--- config.mk ---
export PLATFORM = sky130hd
export DESIGN_NAME = hazard_ctrl_flat
export DESIGN_NICKNAME = d
export VERILOG_FILES = /design/src/rtl/hazard_ctrl_pkg.sv /design/src/rtl/hazard_ctrl_if.sv /design/src/rtl/hazard_ctrl_forward_unit.sv /design/src/rtl/hazard_ctrl.sv /design/src/flat_wrapper.sv
export SDC_FILE = /design/constraint.sdc
export NUM_CORES = 1
export LEC_CHECK = 0
export CORE_ASPECT_RATIO = 1.2
export CORE_MARGIN = 2
export CORE_UTILIZATION = 48
export CTS_CLUSTER_SIZE = 16
export DETAILED_ROUTE_END_ITERATION = 8
export GPL_TIMING_DRIVEN = 0
export PLACE_DENSITY = 0.87
export SETUP_SLACK_MARGIN = 0.15
export SLEW_MARGIN = 20
export SYNTH_ARGS = -nofsm -noshare
export SYNTH_HDL_FRONTEND = slang
export SYNTH_SLANG_ARGS = --single-unit
export TNS_END_PERCENT = 100
--- constraint.sdc ---
create_clock -name clk -period 4.85 [get_ports clk]
set_input_delay 0.97 -clock clk [delete_from_list [all_inputs] [get_ports clk]]
set_output_delay 0.97 -clock clk [all_outputs]
set_load 0.005 [all_outputs]
--- src/rtl/hazard_ctrl_pkg.sv ---
// Shared encodings and helpers for the pipeline hazard controller.
// Pure definitions: no latency, no flow control.
package hazard_ctrl_pkg;

    localparam int REG_AW = 5;

    typedef enum logic [1:0] {
        HZ_RUN     = 2'd0,
        HZ_MD_WAIT = 2'd1,
        HZ_MD_DONE = 2'd2
    } hz_state_e;

    typedef enum logic [1:0] {
        FWD_RF  = 2'b00,
        FWD_WB  = 2'b01,
        FWD_MEM = 2'b10
    } fwd_sel_e;

    // x0 is hardwired to zero, so a write to it must never be forwarded.
    function automatic logic fwd_hit(input logic             we,
                                     input logic [REG_AW-1:0] rd,
                                     input logic [REG_AW-1:0] rs);
        return we && (rd != '0) && (rd == rs);
    endfunction

endpackage

--- src/rtl/hazard_ctrl_if.sv ---
// Pipeline-to-hazard-controller bundle: stage register ids in, stall/flush/forward controls out.
// Wires only: no latency, no backpressure.
interface hazard_ctrl_if #(
    parameter int CNT_W = 16
);
    logic [4:0]       id_rs1;
    logic [4:0]       id_rs2;
    logic             id_use_rs1;
    logic             id_use_rs2;
    logic [4:0]       ex_rs1;
    logic [4:0]       ex_rs2;
    logic [4:0]       ex_rd;
    logic             ex_mem_read;
    logic             ex_redirect;
    logic             ex_md_req;
    logic [4:0]       mem_rd;
    logic             mem_reg_write;
    logic [4:0]       wb_rd;
    logic             wb_reg_write;
    logic             md_done;

    logic             stall_if;
    logic             stall_id;
    logic             stall_ex;
    logic             flush_id;
    logic             flush_ex;
    logic             md_start;
    logic [1:0]       fwd_a;
    logic [1:0]       fwd_b;
    logic             md_err;
    logic [CNT_W-1:0] stall_cnt;
    logic [CNT_W-1:0] flush_cnt;

    modport master (
        output id_rs1, id_rs2, id_use_rs1, id_use_rs2,
        output ex_rs1, ex_rs2, ex_rd, ex_mem_read, ex_redirect, ex_md_req,
        output mem_rd, mem_reg_write, wb_rd, wb_reg_write, md_done,
        input  stall_if, stall_id, stall_ex, flush_id, flush_ex, md_start,
        input  fwd_a, fwd_b, md_err, stall_cnt, flush_cnt
    );

    modport slave (
        input  id_rs1, id_rs2, id_use_rs1, id_use_rs2,
        input  ex_rs1, ex_rs2, ex_rd, ex_mem_read, ex_redirect, ex_md_req,
        input  mem_rd, mem_reg_write, wb_rd, wb_reg_write, md_done,
        output stall_if, stall_id, stall_ex, flush_id, flush_ex, md_start,
        output fwd_a, fwd_b, md_err, stall_cnt, flush_cnt
    );

endinterface

--- src/rtl/hazard_ctrl_forward_unit.sv ---
// EX operand bypass select for one source register; MEM result beats WB result.
// Latency: combinational. Backpressure: none.
module forward_unit
    import hazard_ctrl_pkg::*;
(
    input  logic [REG_AW-1:0] i_rs,
    input  logic [REG_AW-1:0] i_mem_rd,
    input  logic              i_mem_we,
    input  logic [REG_AW-1:0] i_wb_rd,
    input  logic              i_wb_we,
    output fwd_sel_e          o_sel
);

    always_comb begin
        o_sel = FWD_RF;
        if (fwd_hit(i_mem_we, i_mem_rd, i_rs)) begin
            o_sel = FWD_MEM;
        end else if (fwd_hit(i_wb_we, i_wb_rd, i_rs)) begin
            o_sel = FWD_WB;
        end
    end

endmodule

--- src/rtl/hazard_ctrl.sv ---
// Pipeline stall/flush sequencing, MDU handoff FSM with timeout, forwarding selects, perf counters.
// Latency: controls are combinational on state+inputs; backpressure is the stall outputs themselves.
module hazard_ctrl
    import hazard_ctrl_pkg::*;
#(
    parameter int MD_TIMEOUT = 64,
    parameter int CNT_W      = 16
) (
    input  logic         clk,
    input  logic         rstn,
    hazard_ctrl_if.slave hz
);

    localparam int                WC_W    = $clog2(MD_TIMEOUT);
    localparam logic [WC_W-1:0]   WC_LAST = WC_W'(MD_TIMEOUT - 2);

    hz_state_e        r_state;
    hz_state_e        w_state_nxt;
    logic [WC_W-1:0]  r_wcnt;
    logic [WC_W-1:0]  w_wcnt_nxt;
    logic             r_md_err;
    logic             w_err_set;
    logic             w_flush_evt;
    logic [CNT_W-1:0] r_stall_cnt;
    logic [CNT_W-1:0] r_flush_cnt;

    logic             w_load_use;
    logic             w_stall_if;
    logic             w_stall_id;
    logic             w_stall_ex;
    logic             w_flush_id;
    logic             w_flush_ex;
    logic             w_md_start;
    fwd_sel_e         w_fwd_a;
    fwd_sel_e         w_fwd_b;

    assign w_load_use = hz.ex_mem_read && (hz.ex_rd != '0) &&
                        ((hz.id_use_rs1 && (hz.id_rs1 == hz.ex_rd)) ||
                         (hz.id_use_rs2 && (hz.id_rs2 == hz.ex_rd)));

    always_comb begin
        w_state_nxt = r_state;
        w_wcnt_nxt  = r_wcnt;
        w_err_set   = 1'b0;
        w_flush_evt = 1'b0;
        w_stall_if  = 1'b0;
        w_stall_id  = 1'b0;
        w_stall_ex  = 1'b0;
        w_flush_id  = 1'b0;
        w_flush_ex  = 1'b0;
        w_md_start  = 1'b0;
        if (rstn) begin
            case (r_state)
                // MD_DONE still holds the MDU instruction in EX, so its md_req is not a new op.
                HZ_RUN, HZ_MD_DONE: begin
                    w_state_nxt = HZ_RUN;
                    if (hz.ex_redirect) begin
                        w_flush_id  = 1'b1;
                        w_flush_ex  = 1'b1;
                        w_flush_evt = 1'b1;
                    end else if (hz.ex_md_req && (r_state == HZ_RUN)) begin
                        w_md_start  = 1'b1;
                        w_stall_if  = 1'b1;
                        w_stall_id  = 1'b1;
                        w_stall_ex  = 1'b1;
                        w_state_nxt = HZ_MD_WAIT;
                        w_wcnt_nxt  = '0;
                    end else if (w_load_use) begin
                        w_stall_if = 1'b1;
                        w_stall_id = 1'b1;
                        w_flush_ex = 1'b1;
                    end
                end
                HZ_MD_WAIT: begin
                    w_stall_if = 1'b1;
                    w_stall_id = 1'b1;
                    w_stall_ex = 1'b1;
                    if (hz.md_done) begin
                        w_state_nxt = HZ_MD_DONE;
                    end else begin
                        w_wcnt_nxt = r_wcnt + 1'b1;
                        if (r_wcnt == WC_LAST) begin
                            w_err_set   = 1'b1;
                            w_state_nxt = HZ_MD_DONE;
                        end
                    end
                end
                default: w_state_nxt = HZ_RUN;
            endcase
        end
    end

    always_ff @(posedge clk or negedge rstn) begin
        if (!rstn) begin
            r_state     <= HZ_RUN;
            r_wcnt      <= '0;
            r_md_err    <= 1'b0;
            r_stall_cnt <= '0;
            r_flush_cnt <= '0;
        end else begin
            r_state <= w_state_nxt;
            r_wcnt  <= w_wcnt_nxt;
            if (w_err_set) begin
                r_md_err <= 1'b1;
            end
            if (w_stall_if && (r_stall_cnt != '1)) begin
                r_stall_cnt <= r_stall_cnt + 1'b1;
            end
            if (w_flush_evt && (r_flush_cnt != '1)) begin
                r_flush_cnt <= r_flush_cnt + 1'b1;
            end
        end
    end

    forward_unit u_fwd_a (
        .i_rs     (hz.ex_rs1),
        .i_mem_rd (hz.mem_rd),
        .i_mem_we (hz.mem_reg_write),
        .i_wb_rd  (hz.wb_rd),
        .i_wb_we  (hz.wb_reg_write),
        .o_sel    (w_fwd_a)
    );

    forward_unit u_fwd_b (
        .i_rs     (hz.ex_rs2),
        .i_mem_rd (hz.mem_rd),
        .i_mem_we (hz.mem_reg_write),
        .i_wb_rd  (hz.wb_rd),
        .i_wb_we  (hz.wb_reg_write),
        .o_sel    (w_fwd_b)
    );

    assign hz.stall_if  = w_stall_if;
    assign hz.stall_id  = w_stall_id;
    assign hz.stall_ex  = w_stall_ex;
    assign hz.flush_id  = w_flush_id;
    assign hz.flush_ex  = w_flush_ex;
    assign hz.md_start  = w_md_start;
    assign hz.fwd_a     = w_fwd_a;
    assign hz.fwd_b     = w_fwd_b;
    assign hz.md_err    = r_md_err;
    assign hz.stall_cnt = r_stall_cnt;
    assign hz.flush_cnt = r_flush_cnt;

    // A single EX instruction is either a taken branch or an MDU op, never both.
    a_one_ex_op: assert property (@(posedge clk) disable iff (!rstn)
                                  !(hz.ex_redirect && hz.ex_md_req));

endmodule

--- src/flat_wrapper.sv ---
// flat-port wrapper written by rule: the top's interface ports become plain ports
module hazard_ctrl_flat import hazard_ctrl_pkg::*;
#(
    parameter int MD_TIMEOUT = 64,
    parameter int CNT_W      = 16
)
  (clk, rstn, hz_id_rs1, hz_id_rs2, hz_id_use_rs1, hz_id_use_rs2, hz_ex_rs1, hz_ex_rs2, hz_ex_rd, hz_ex_mem_read, hz_ex_redirect, hz_ex_md_req, hz_mem_rd, hz_mem_reg_write, hz_wb_rd, hz_wb_reg_write, hz_md_done, hz_stall_if, hz_stall_id, hz_stall_ex, hz_flush_id, hz_flush_ex, hz_md_start, hz_fwd_a, hz_fwd_b, hz_md_err, hz_stall_cnt, hz_flush_cnt);
  hazard_ctrl_if #(.CNT_W(CNT_W)) hz_i ();
  input  logic clk;
  input  logic rstn;
  input wire logic [$bits(hz_i.id_rs1)-1:0] hz_id_rs1;
  input wire logic [$bits(hz_i.id_rs2)-1:0] hz_id_rs2;
  input wire logic [$bits(hz_i.id_use_rs1)-1:0] hz_id_use_rs1;
  input wire logic [$bits(hz_i.id_use_rs2)-1:0] hz_id_use_rs2;
  input wire logic [$bits(hz_i.ex_rs1)-1:0] hz_ex_rs1;
  input wire logic [$bits(hz_i.ex_rs2)-1:0] hz_ex_rs2;
  input wire logic [$bits(hz_i.ex_rd)-1:0] hz_ex_rd;
  input wire logic [$bits(hz_i.ex_mem_read)-1:0] hz_ex_mem_read;
  input wire logic [$bits(hz_i.ex_redirect)-1:0] hz_ex_redirect;
  input wire logic [$bits(hz_i.ex_md_req)-1:0] hz_ex_md_req;
  input wire logic [$bits(hz_i.mem_rd)-1:0] hz_mem_rd;
  input wire logic [$bits(hz_i.mem_reg_write)-1:0] hz_mem_reg_write;
  input wire logic [$bits(hz_i.wb_rd)-1:0] hz_wb_rd;
  input wire logic [$bits(hz_i.wb_reg_write)-1:0] hz_wb_reg_write;
  input wire logic [$bits(hz_i.md_done)-1:0] hz_md_done;
  output wire logic [$bits(hz_i.stall_if)-1:0] hz_stall_if;
  output wire logic [$bits(hz_i.stall_id)-1:0] hz_stall_id;
  output wire logic [$bits(hz_i.stall_ex)-1:0] hz_stall_ex;
  output wire logic [$bits(hz_i.flush_id)-1:0] hz_flush_id;
  output wire logic [$bits(hz_i.flush_ex)-1:0] hz_flush_ex;
  output wire logic [$bits(hz_i.md_start)-1:0] hz_md_start;
  output wire logic [$bits(hz_i.fwd_a)-1:0] hz_fwd_a;
  output wire logic [$bits(hz_i.fwd_b)-1:0] hz_fwd_b;
  output wire logic [$bits(hz_i.md_err)-1:0] hz_md_err;
  output wire logic [$bits(hz_i.stall_cnt)-1:0] hz_stall_cnt;
  output wire logic [$bits(hz_i.flush_cnt)-1:0] hz_flush_cnt;
  assign hz_i.id_rs1 = hz_id_rs1;
  assign hz_i.id_rs2 = hz_id_rs2;
  assign hz_i.id_use_rs1 = hz_id_use_rs1;
  assign hz_i.id_use_rs2 = hz_id_use_rs2;
  assign hz_i.ex_rs1 = hz_ex_rs1;
  assign hz_i.ex_rs2 = hz_ex_rs2;
  assign hz_i.ex_rd = hz_ex_rd;
  assign hz_i.ex_mem_read = hz_ex_mem_read;
  assign hz_i.ex_redirect = hz_ex_redirect;
  assign hz_i.ex_md_req = hz_ex_md_req;
  assign hz_i.mem_rd = hz_mem_rd;
  assign hz_i.mem_reg_write = hz_mem_reg_write;
  assign hz_i.wb_rd = hz_wb_rd;
  assign hz_i.wb_reg_write = hz_wb_reg_write;
  assign hz_i.md_done = hz_md_done;
  assign hz_stall_if = hz_i.stall_if;
  assign hz_stall_id = hz_i.stall_id;
  assign hz_stall_ex = hz_i.stall_ex;
  assign hz_flush_id = hz_i.flush_id;
  assign hz_flush_ex = hz_i.flush_ex;
  assign hz_md_start = hz_i.md_start;
  assign hz_fwd_a = hz_i.fwd_a;
  assign hz_fwd_b = hz_i.fwd_b;
  assign hz_md_err = hz_i.md_err;
  assign hz_stall_cnt = hz_i.stall_cnt;
  assign hz_flush_cnt = hz_i.flush_cnt;
  hazard_ctrl #(.MD_TIMEOUT(MD_TIMEOUT), .CNT_W(CNT_W)) u_core (.clk(clk), .rstn(rstn), .hz(hz_i));
endmodule
==> results of run 1 <==
==> worst max path at each step <==
| stage | endpoint | start |
|---|---|---|
| after floorplan | hz_fwd_a[0] | hz_mem_rd[0] |
| final | hz_fwd_b[0] | hz_mem_rd[0] |
| after global placement | hz_stall_if | rstn |
| after CTS | hz_fwd_a[0] | hz_mem_rd[0] |
| after global routing | hz_fwd_b[0] | hz_mem_rd[0] |
| after detailed placement | hz_fwd_b[0] | hz_mem_rd[0] |
==> kinds of logic after synthesis <==
| logic type | Yosys count | synth area share (%) |
|---|---|---|
| DFF | 41 | 43.92 |
| xor gates and xnor gates | 62 | 23.25 |
| buffers and inverters | 8 | 1.768 |
| adders and majority gates | 4 | 2.143 |
| AOI/OAI and AO/OA | 23 | 6.910 |
| muxes | 1 | 0.4820 |
| and+or+nand+nor | 98 | 21.53 |
==> through the flow <==
step                      setup WS, ns  TNS (ns)  std cells
after floorplan                  1.783         0        237
after global placement         -0.5299    -2.002        382
after detailed placement        0.5426         0        383
after CTS                       0.5360         0        391
after global routing            0.4238         0        391
final                           0.5131         0        391
==> final cells by class <==
type / count / area (sq um) / area share [%]
Inverter: 5 / 18.77 / 0.5515
Tap cell: 58 / 72.57 / 2.132
Multi-Input combinational cell: 188 / 1269 / 37.28
Clock inverter: 1 / 5.005 / 0.1471
Timing Repair Buffer: 88 / 893.4 / 26.25
Clock buffer: 7 / 96.34 / 2.831
Sequential cell: 41 / 1026 / 30.15
Buffer: 3 / 22.52 / 0.6618
==> cell usage in the layout (no fill, tap or decap), drive strengths merged, types with 2 or more instances in the layout <==
cell,n
and3,5
xnor2,40
a211oi,3
o21ai,8
dfrtp,41
nand4,10
inv,5
clkbuf,8
nor4,4
or3b,2
and4,2
xor2,22
and2,3
or4,5
buf,4
a41o,2
nand3,16
ha,4
clkdlybuf4s50,86
nand2,31
nor2,16
==> registers in the layout (all words and copies together) (netlist names) <==
signal               count
u_core.hz.stall_cnt     16
u_core.hz.md_err         1
u_core.r_wcnt            6
u_core.hz.flush_cnt     16
u_core.r_state           2
==> per-layer routing <==
layer	track usage, %	share of wire [%]	up-vias
met3	6.443	10	6
met5	0	0	-
li1	-	-	1016
met1	22.75	39	952
met4	6.735	1.2	0
met2	36.57	50	78
==> power by group through the flow <==
stage,logic [mW],registers (mW),clock network (mW)
after global routing,0.324,0.467,0.261
after detailed placement,0.297,0.463,0
after global placement,0.286,0.462,0
after CTS,0.297,0.459,0.248
after floorplan,0.121,0.457,0
final,0.293,0.457,0.239
==> cell usage after synthesis (all sizes together) <==
library cell,n
a21oi,1
o22ai,1
o2111ai,1
buf,2
o21ai,8
nand4,10
a41oi,1
nor2b,1
nor2,16
xnor2,40
o31ai,1
or3b,2
nand2,31
a31o,1
mux2,1
or4,5
a211oi,3
and2,3
a21o,1
nand2b,1
and4,2
or3,1
ha,4
clkbuf,1
nand3,16
nor3,1
xor2,22
o211ai,1
inv,5
nor4,4
dfrtp,41
o21a,1
a41o,2
and3,5
a31oi,1
==> results list, run 1 <==
- The flow ran to the end, and the final reports show no timing, DRC or antenna violations.
- Switching fraction of total power: 29.01%
- Of the available clock period, the critical path in the final layout requires 89.42%.
- Stages on the worst setup path: 6
* Syn_nets: 286
- Summed area of non-filler cells in the final layout: 0.003403 sq mm
* Core footprint: 0.004628 sq mm
- Distinct cell type count after synthesis: 39
- CTS tree: built
* CTS H-tree lvls: 2
- Global routing used 20.58% of the available tracks.
- In this run, post-CTS repair resized a total of 0 instances.
- In this run the core area contains 27 standard-cell rows.
- Leakage Power: 1.402 nW
- After layout, the design draws a total of 0.9897 mW.
* Achievable clock frequency: 0.2306 GHz
- The number of pins with negative max-slew slack in the final report is 0.
* Number of register bits inferred by synthesis: 41
* R2R depth: 9
* Cell type with the highest aggregate area in the netlist: dfrtp_1
* Final-report hold violation count: 0
- In this run the post-CTS setup repair buffer count came out at 0.
- The area growth from synthesis to layout is 45.69%.
- After clock tree synthesis, the clock-pin slew on the worst setup and hold paths is 0.07 ns.
- The cell count after synthesis came out at 237.
- The number of buffers and inverters on the critical path is 2.
- TritonCTS Buffers: 5
- Power spread over the standard cell area amounts to 290.8 mW/mm^2.
- The synthesized design devotes to its leading area cell type 43.92% of total area.
- Min Hold Slack: 0.4876 ns
* Family of cells with the greatest summed delay on the critical path: buffers and inverters
- Setup slack of the most critical reg-to-reg path: 2.65 ns
- Routability cong.: 0.8288
- The count of nets left with antenna violations once routing finished came out at 0.
- Clock Tree Buf Depth: 2
- Hold path start: u_core.hz.md_err
- During synthesis, Yosys emitted a total of 0 warnings.
- Reg power frac: 46.2%
- Die Y: 80.42 um
- The worst setup path is captured at a primary output.
* Synthesized area per cell: 9.856 sq um
- Clock skew: 0.006193 ns
- Port-buffer cells: 87
- The worst path needs 4.337 ns of the cycle, external delays included.
- Portion of the post-synthesis area used by sequential elements: 43.92%
- Antenna violations before repair: 0
* Destination of the worst register-to-register timing path: u_core.hz.stall_cnt[13]
* Kind of start point of the critical path: input port
* CP max FO: 3
- IR Drop Worst-Case VDD: 0.2212 mV
* Hold Crit Endpoint: u_core.hz.md_err
- The startpoint identified for the worst register-to-register timing path is u_core.hz.stall_cnt[0].
- Worst max-slew margin expressed relative to the limit: 54.09%
* Clk sink count: 41
- The HPWL after detailed placement is 4.306 mm.
- Hold-critical path depth: 1
- The slowest stage of the critical path belongs to the cell or4_1.
- Walking the worst path, the cells encountered are clkdlybuf4s50_1, or4_1, o21ai_0, nor4_1, nor4_1, clkdlybuf4s50_1.
- Entering global routing, the biggest net connects 27 pins.
- Synth Cell Area: 0.002336 sq mm
- At the end of the flow the core is filled with cells to 73.53%.
* Via count: 2052
- The internal portion of the total power is 0.7026 mW.
* Final global-route overflow total: 0
- Post-detailed-routing wire length: 5.333 mm
- STA puts the critical path data arrival time at 3.37 ns.
* Class of the worst hold path: reg -> reg
- Starting density of the core: 50.47%
* Die ar.: 0.005443 sq mm
- Buffers inserted to repair hold after CTS numbered 0.
- The clock network is responsible for 24.2% of the overall power.
- Setup violations remaining at the end of the flow were counted as 0.
- Number of global-route vias before repair: 1958
- In the post-synthesis netlist, the biggest area contributors are dfrtp_1, xnor2_1, xor2_1.
- 0 antenna diodes ended up in the layout.
* Sw power: 0.2871 mW
- Part of the total power dissipated in combinational logic: 29.6%
- Worst endpoint required time: 3.88 ns
- For the worst-skew pair, the clock arrives at the later sink with an insertion delay of 0.29 ns.
* Cell area reported after detailed placement: 0.003302 sq mm
- In the final layout, the share of cells above drive strength 1 is 5.405%.
- Violation count after the first detailed-route iteration: 70
- RSZ-0062 raised after global routing: false
- Dividing the detail-routed wire length by the instance count gives 13.64 um.
- First-pass GRT wire length: 8.466 mm
* Die X-Extent: 67.69 um
* Post-detailed-route DRC marker count: 0
- Fill cells: 347
- Routed vias/inst: 5.248
- Max-cap violations in this run came to 0.
- Number of ports placed on the die boundary: 88
- The worst setup path is of the in -> out kind.
* Count of nets after finishing: 381
- Longest individual stage delay on the worst path: 0.57 ns
* Clock root cell: clkbuf_8
- Detailed-routing iteration count for the pre-antenna-repair pass: 4
* Actual slew at the worst max-slew pin: 0.6833 ns
No activity file was read; power rests on OpenSTA's default activity.
==> run 2: changes to the inputs <==
--- a/config.mk
+++ b/config.mk
@@ -5,9 +5,10 @@
 export SDC_FILE = /design/constraint.sdc
 export NUM_CORES = 1
 export LEC_CHECK = 0
+export ABC_AREA = 1
 export CORE_ASPECT_RATIO = 1.2
 export CORE_MARGIN = 2
-export CORE_UTILIZATION = 48
+export CORE_UTILIZATION = 51
 export CTS_CLUSTER_SIZE = 16
 export DETAILED_ROUTE_END_ITERATION = 8
 export GPL_TIMING_DRIVEN = 0
==> results list, run 2 <==
- Reg power frac: 41.9%
- Setup violations remaining at the end of the flow were counted as 0.
- Synthesis inferred 41 register bits.
* Fill cells: 429
- Compound-Gate Fraction of Synth Area: 5.180%
* Core Rows: 29
- Die Y: 85.90 um
* Share of cell area taken by muxes after synthesis: 0%
- Die X-Extent: 72.25 um
- Class of the worst hold path: reg -> reg
* Via count: 2894
* All-layer global routing usage: 25.06%
- For this design the static power due to leakage is 1.782 nW.
* Sw power: 0.3944 mW
- Timing would allow up to 0.2469 GHz.
- The clock drives 41 sinks.
* Clock skew: 0.006708 ns
- The number of hold-slack violations in the final timing report was 0.
* Post-layout min period: 4.050 ns
* Post-detailed-routing wire length: 7.134 mm
- After the last flow step, the layout net total stands at 535.
* Number of global-route vias before repair: 2835
* Core footprint: 0.005334 sq mm
* Cells taking the most area after synthesis: dfrtp_1, nand2_1, xor2_1
- Actual slew at the worst max-slew pin: 0.4072 ns
- Cells with a size suffix above 1 make up 6.571% of the layout.
- Portion of the post-synthesis area used by sequential elements: 36.00%
- Distinct cell type count after synthesis: 31
- STA classifies the critical path startpoint as an input port.
- Yosys warns: 0
- Synthesis handed over a netlist of 391 instances.
- After detailed routing, the average wire length per cell comes to 12.99 um.
- After synthesis, the largest family of logic cells by area is simple AND/OR/NAND/NOR gates.
- The number of pins with negative max-slew slack in the final report is 0.
- The H-tree was split into 2 levels.
* Critical path start-end classification: in -> out
- Top cell type's share of synthesized area: 36.00%
* Synthesized area per cell: 7.290 sq um
* Clk pin slew, worst setup/hold paths: 0.07 ns
* Longest individual stage delay on the worst path: 0.55 ns
- STA classifies the critical path endpoint as a primary output.
- Port-buffer cells: 87
* Hold buffers post-CTS: 0
* Starting density of the core: 53.44%
* Final period util: 83.50%
- After synthesis, the share of flip-flops with an asynchronous set or reset is 100.0%.
- Clock tree synthesis inserted a total of 5 buffers.
* Part of the total power dissipated in the clock network: 21.1%
- Worst endpoint required time: 3.88 ns
* IR Drop Worst-Case VDD: 0.2438 mV
* Post-detailed-route DRC marker count: 0
- Cell type with the highest aggregate area in the netlist: dfrtp_1
- Using the TritonRoute via totals, the vias-per-cell ratio works out to 5.271.
* Switching fraction of total power: 35.09%
- XOR/XNOR Fraction of Synth Area: 15.06%
- Of the total synthesized cell area, the portion taken by AND, OR, NAND and NOR gates is 34.46%.
* Clock Tree Buf Depth: 2
- Number of enable flip-flop cells after synthesis: 0
* Maximum number of pins on one net before global-route repair: 31
- Part of the total power dissipated in combinational logic: 36.9%
* Leading cell types by count after synthesis: nand2_1, dfrtp_1, inv_1, nand3_1, nor2_1
- Timing analysis after detailed placement gives a worst setup slack of 0.8200 ns.
- The clock reaches the later pin of the worst-skew pair after 0.29 ns.
- The tree is rooted in a clkbuf_8.
- The top cell types in the final layout, fill and taps aside, are nand2_1, clkdlybuf4s50_1, dfrtp_1.
- Family of cells with the greatest summed delay on the critical path: buffers and inverters
* Post-cts resize count: 0
- The die covers 0.006205 sq mm.
* Estimated wirelength of the detail-placed design: 5.749 mm
* First-pass GRT wire length: 12.48 mm
- Crit path buf inv count: 5
- In this run the worst path has a maximum fanout of 11.
- Syn_nets: 440
- The internal power of the cells totals 0.7296 mW.
- In the synthesized netlist the dominant register cell turns out to be dfrtp_1.
- Compared with the post-synthesis result, the final layout area differs by 37.18%.
- The flow ran to the end, and the final reports show no timing, DRC or antenna violations.
- In this run the remaining antenna-violating nets after routing total 0.
- Cell type with the highest occurrence count on the critical path: nand2_1
- Synth Cell Area: 0.002850 sq mm
- For this run, the detailed router's first-pass iteration total came to 5.
- Most repeated cell in the gate-level netlist after synthesis: nand2_1
- In this run the count of I/O pins placed on the die edge is 88.
* Final worst-path setup slack: 0.8004 ns
- TritonCTS built the clock tree.
* Most common library cell in the layout ignoring fill and taps: nand2_1
- Summing the areas of all fa, ha and maj instances in the mapped netlist gives 1.756% of the synthesized area.
- Arrival time reported for the critical path endpoint: 3.08 ns
- RSZ-0062 raised after global routing: false
- In this run, the number of DRC markers left after iteration 0 of detailed routing was 133.
* Antenna diode instance count: 0
- The slowest stage of the critical path belongs to the cell clkdlybuf4s50_1.
* Total Power Consumption: 1.124 mW
- Routability cong.: 0.9000
- The signal on the critical path passes through clkdlybuf4s50_1, inv_2, nand2_1, nand2_1, nor2_1, nand3_1, nand2_1, nand3_2, nand2_4, clkbuf_4, buf_4, clkdlybuf4s50_1.
- Across the run, the number of max-cap violations was 0.
* Power density over the cells: 287.5 mW/mm^2
- Global routing finished with a remaining overflow of 0.
* Total setup buffers inserted after CTS: 0
- Antenna violations before repair: 0
* Worst max-slew margin expressed relative to the limit: 72.60%
run 2: changes by cell type after synthesis, sizes merged, moves of 7 or more:
cell / previous run / this run
nand2: 31 / 115
inv: 5 / 46
nand3: 16 / 39
nor2: 16 / 39
xnor2: 40 / 22
nor3: 1 / 17
o21ai: 8 / 15
run 2: power groups by stage:
stage / Combinational (mW) / Clock (mW) / Sequential, mW
floorplan: 0.208 / 0 / 0.469
global placement: 0.398 / 0 / 0.475
detailed placement: 0.416 / 0 / 0.477
CTS: 0.420 / 0.243 / 0.471
global route: 0.462 / 0.256 / 0.483
finish: 0.415 / 0.238 / 0.471
run 2: cells by family (layout without fill, tap and decap cells):
logic type	after synthesis	after routing
xor+xnor	49	49
fa+ha+maj	4	4
compound gates	25	25
flops	41	41
simple gates	221	221
buf+inv	51	147
run 2: worst reg2reg max path, delay by kind of cell, from the launching register on:
kind / cells / cell delay, ns
xor+xnor: 1 / 0.14
simple gates: 5 / 0.73
flops: 1 / 0.42
buf+inv: 1 / 0.22
fa+ha+maj: 1 / 0.20
run 2: area by class of cell:
class / instances / area, sq um / area share (%)
Multi-Input combinational cell: 299 / 1609 / 41.15
Sequential cell: 41 / 1026 / 26.24
Timing Repair Buffer: 88 / 885.9 / 22.66
Inverter: 46 / 172.7 / 4.416
Clock buffer: 6 / 82.58 / 2.112
Tap cell: 62 / 77.57 / 1.984
Buffer: 5 / 42.54 / 1.088
Clock inverter: 2 / 13.76 / 0.3520
run 2: path summary, 6_finish.rpt:
kind,endpoint,from,cells after the start,slack (ns)
setup / recovery,hz_stall_if,hz_ex_rd[4],12,0.80
hold / removal,u_core.hz.md_err,u_core.hz.md_err,1,0.48
setup reg to reg,u_core.hz.flush_cnt[6],u_core.hz.flush_cnt[0],8,3.03
hold reg to reg,u_core.hz.md_err,u_core.hz.md_err,1,0.48
max in group asynchronous,u_core.r_wcnt[1],rstn,2,3.80
min in group asynchronous,u_core.hz.flush_cnt[11],rstn,1,0.57
run 2: metal layers:
metal	GRT usage (%)	vias up	part of all wire (%)
met3	5.053	12	4.9
met5	0	-	0
met4	9.262	0	1.5
met1	29.11	1357	39
met2	44.87	91	54
li1	-	1434	-
run 2: metrics by stage:
step                      hold WS (ns)  utilization (%)  instances  TNS [ns]  instance area [sq um]
after global routing            0.5156            73.31        549         0                   3910
after CTS                       0.4876            73.31        549         0                   3910
after floorplan                 0.4678                -        391         0                   2850
final                           0.4807            73.31        549         0                   3910
after global placement          0.4733            71.22        540    -2.550                   3799
after detailed placement        0.4609            71.50        541         0                   3814
==> run 3: changes to the inputs <==
--- a/config.mk
+++ b/config.mk
@@ -8,11 +8,11 @@
 export ABC_AREA = 1
 export CORE_ASPECT_RATIO = 1.2
 export CORE_MARGIN = 2
-export CORE_UTILIZATION = 51
+export CORE_UTILIZATION = 43
 export CTS_CLUSTER_SIZE = 16
 export DETAILED_ROUTE_END_ITERATION = 8
 export GPL_TIMING_DRIVEN = 0
-export PLACE_DENSITY = 0.87
+export PLACE_DENSITY = 0.79
 export SETUP_SLACK_MARGIN = 0.15
 export SLEW_MARGIN = 20
 export SYNTH_ARGS = -nofsm -noshare
==> constraint.sdc (replaced) <==
create_clock -name clk -period 3.24 [get_ports clk]
set_input_delay 0.648 -clock clk [delete_from_list [all_inputs] [get_ports clk]]
set_output_delay 0.648 -clock clk [all_outputs]
set_load 0.005 [all_outputs]
==> results list, run 3 (synthesis gave the netlist of run 2 again) <==
- Count of nets after finishing: 540
- The min-delay analysis places its worst path in the category in -> async.
- Worst max-slew margin expressed relative to the limit: 75.77%
- Crit path buf inv count: 4
* Actual slew at the worst max-slew pin: 0.3601 ns
- For this run, design rule violations remaining after detail routing come to 0.
- Worst endpoint required time: 2.59 ns
- Kind of start point of the critical path: input port
- Clock insertion delay at the later pin of the skew report: 0.29 ns
* Antenna Nets Post-Route: 0
- From bottom edge to top edge, the die measures 93.19 um.
- Achievable clock frequency: 0.3330 GHz
- The first global-routing pass estimated 11.57 mm of wire.
- Most common library cell in the layout ignoring fill and taps: nand2_1
* Cells along the critical path: clkdlybuf4s50_1, inv_1, nand2_1, nand2_1, nor2_1, nand3_1, nand2_2, nand3_2, nand2_4, clkbuf_8, clkdlybuf4s50_1
- Core footprint: 0.006406 sq mm
- Clock skew: 0.007310 ns
* Critical path start-end classification: in -> out
- Post-layout min period: 3.003 ns
- Measured along the x axis, the die boundary spans 78.32 um.
- In this run the worst path has a maximum fanout of 6.
- Clock root cell: clkbuf_8
* RSZ-0062 raised after global routing: true
- For this design, the sink count on the clock tree is 41.
- During placement, the flow inserted port buffers numbering 87.
- From synthesis to final layout, the design area changed by 40.83%.
- Fin Setup TNS: 0 ns
* Longest individual stage delay on the worst path: 0.49 ns
- Global routing used 19.42% of the available tracks.
- The via count of the first global-routing pass was 2754.
- No sink is reached through more buffers than the 2 on the longest clock path.
- Estimated wirelength of the detail-placed design: 5.346 mm
- The final route contains 2830 vias.
- The design draws 1.741 mW.
- The number of antenna diodes in the final layout is 0.
- Average wire per cell in the routed design: 11.85 um
- For this run the aggregate overflow at the end of global routing stands at 0.
* Leading cell types in the layout, fill and taps excluded: nand2_1, clkdlybuf4s50_1, dfrtp_1
* Run status: completed
- Detailed-routing iteration count for the pre-antenna-repair pass: 7
- TritonCTS built the clock tree.
* Slew Viols, Final: 0
- The congestion estimate from routability-driven global placement came to 0.8668.
- In this design, the largest share of critical-path delay is due to buffers and inverters.
- Summed over all cells, the static leakage comes to 1.862 nW.
- Across the VDD grid, the largest voltage drop is 0.2649 mV.
* Max-cap viol count: 0
* Violation count after the first detailed-route iteration: 103
- Cells with a size suffix above 1 make up 8.147% of the layout.
* Core Rows: 32
- Fill cells: 573
* Clk pin slew, worst setup/hold paths: 0.08 ns
- Finish-stage setup viols: 0
* Antenna violations before repair: 0
* Power density over the cells: 433.7 mW/mm^2
* Post-detailed-routing wire length: 6.826 mm
- After layout, the worst path uses 92.68% of the clock period.
- Data arrives at the worst endpoint at 2.35 ns.
- During I/O placement, the number of pins put on the boundary was 88.
- Routed vias/inst: 4.913
* Die ar.: 0.007298 sq mm
- The number of hold-slack violations in the final timing report was 0.
- Worst path slowest cell: clkdlybuf4s50_1
- The H-tree was split into 2 levels.
- TritonCTS Buffers: 5
* Setup crit end kind: primary output
* Maximum number of pins on one net before global-route repair: 28
* Starting density of the core: 44.49%
[run 3: cell type report]
type	instances	area [sq um]	area share [%]
multi-input cells	299	1625	40.49
flip-flops and latches	41	1026	25.56
repair buffers	93	930.9	23.19
inverters	46	172.7	4.302
well taps	85	106.4	2.650
clock buffers	5	68.82	1.714
plain buffers	5	48.80	1.216
clock inverters	2	35.03	0.8728
[run 3: power breakdown]
part           switching (mW)  leakage [nW]  total, mW  internal, mW
Sequential              0.105         0.549      0.705         0.600
Combinational           0.301          1.26      0.635         0.334
Clock                   0.177        0.0540      0.401         0.224
[run 3: final timing paths]
kind,startpoint,to,slack (ns),cells after the start
min,rstn,u_core.hz.stall_cnt[15],0.17,1
max reg2reg,u_core.hz.stall_cnt[0],u_core.hz.stall_cnt[13],1.45,7
max in group asynchronous,rstn,u_core.hz.flush_cnt[13],2.69,2
min reg2reg,u_core.hz.md_err,u_core.hz.md_err,0.50,1
min in group clk,u_core.hz.md_err,u_core.hz.md_err,0.50,1
max,hz_id_rs1[4],hz_stall_id,0.24,11
[run 3: metrics by stage]
stage / setup WS [ns] / utilization, % / cells / instance area (sq um) / hold slack [ns]
final: 0.2371 / 62.66 / 576 / 4014 / 0.1729
after global placement: -1.801 / 59.75 / 563 / 3827 / 0.4689
after floorplan: 1.092 / - / 391 / 2850 / 0.3524
after detailed placement: -0.2028 / 59.98 / 564 / 3842 / 0.4879
after global routing: 0.1041 / 62.66 / 576 / 4014 / 0.1721
after CTS: 0.2065 / 62.21 / 575 / 3985 / 0.1779
[run 3: worst register-to-register path, cell delays in order, from the launching register on]
cell	delay, ns
dfrtp_1	0.41
ha_1	0.21
nand2_1	0.12
nor3_4	0.30
nand4_4	0.21
buf_2	0.26
nand3_1	0.11
nand2_1	0.06
[run 3: repair_timing]
| item | CTS | global route |
|---|---|---|
| pin swaps | 3 | 2 |
| setup endpoints to repair | 2 | 5 |
| gates resized for setup | 9 | 7 |
| buffers inserted | 4 | 1 |
| hold buffers | 0 | 0 |
[run 3: metal layers]
layer	routed length, um	GRT usage [%]	up-vias
li1	-	-	1445
met1	2723	21.54	1290
met4	133	5.848	0
met5	0	0	-
met3	322	3.958	14
met2	3646	36.93	81
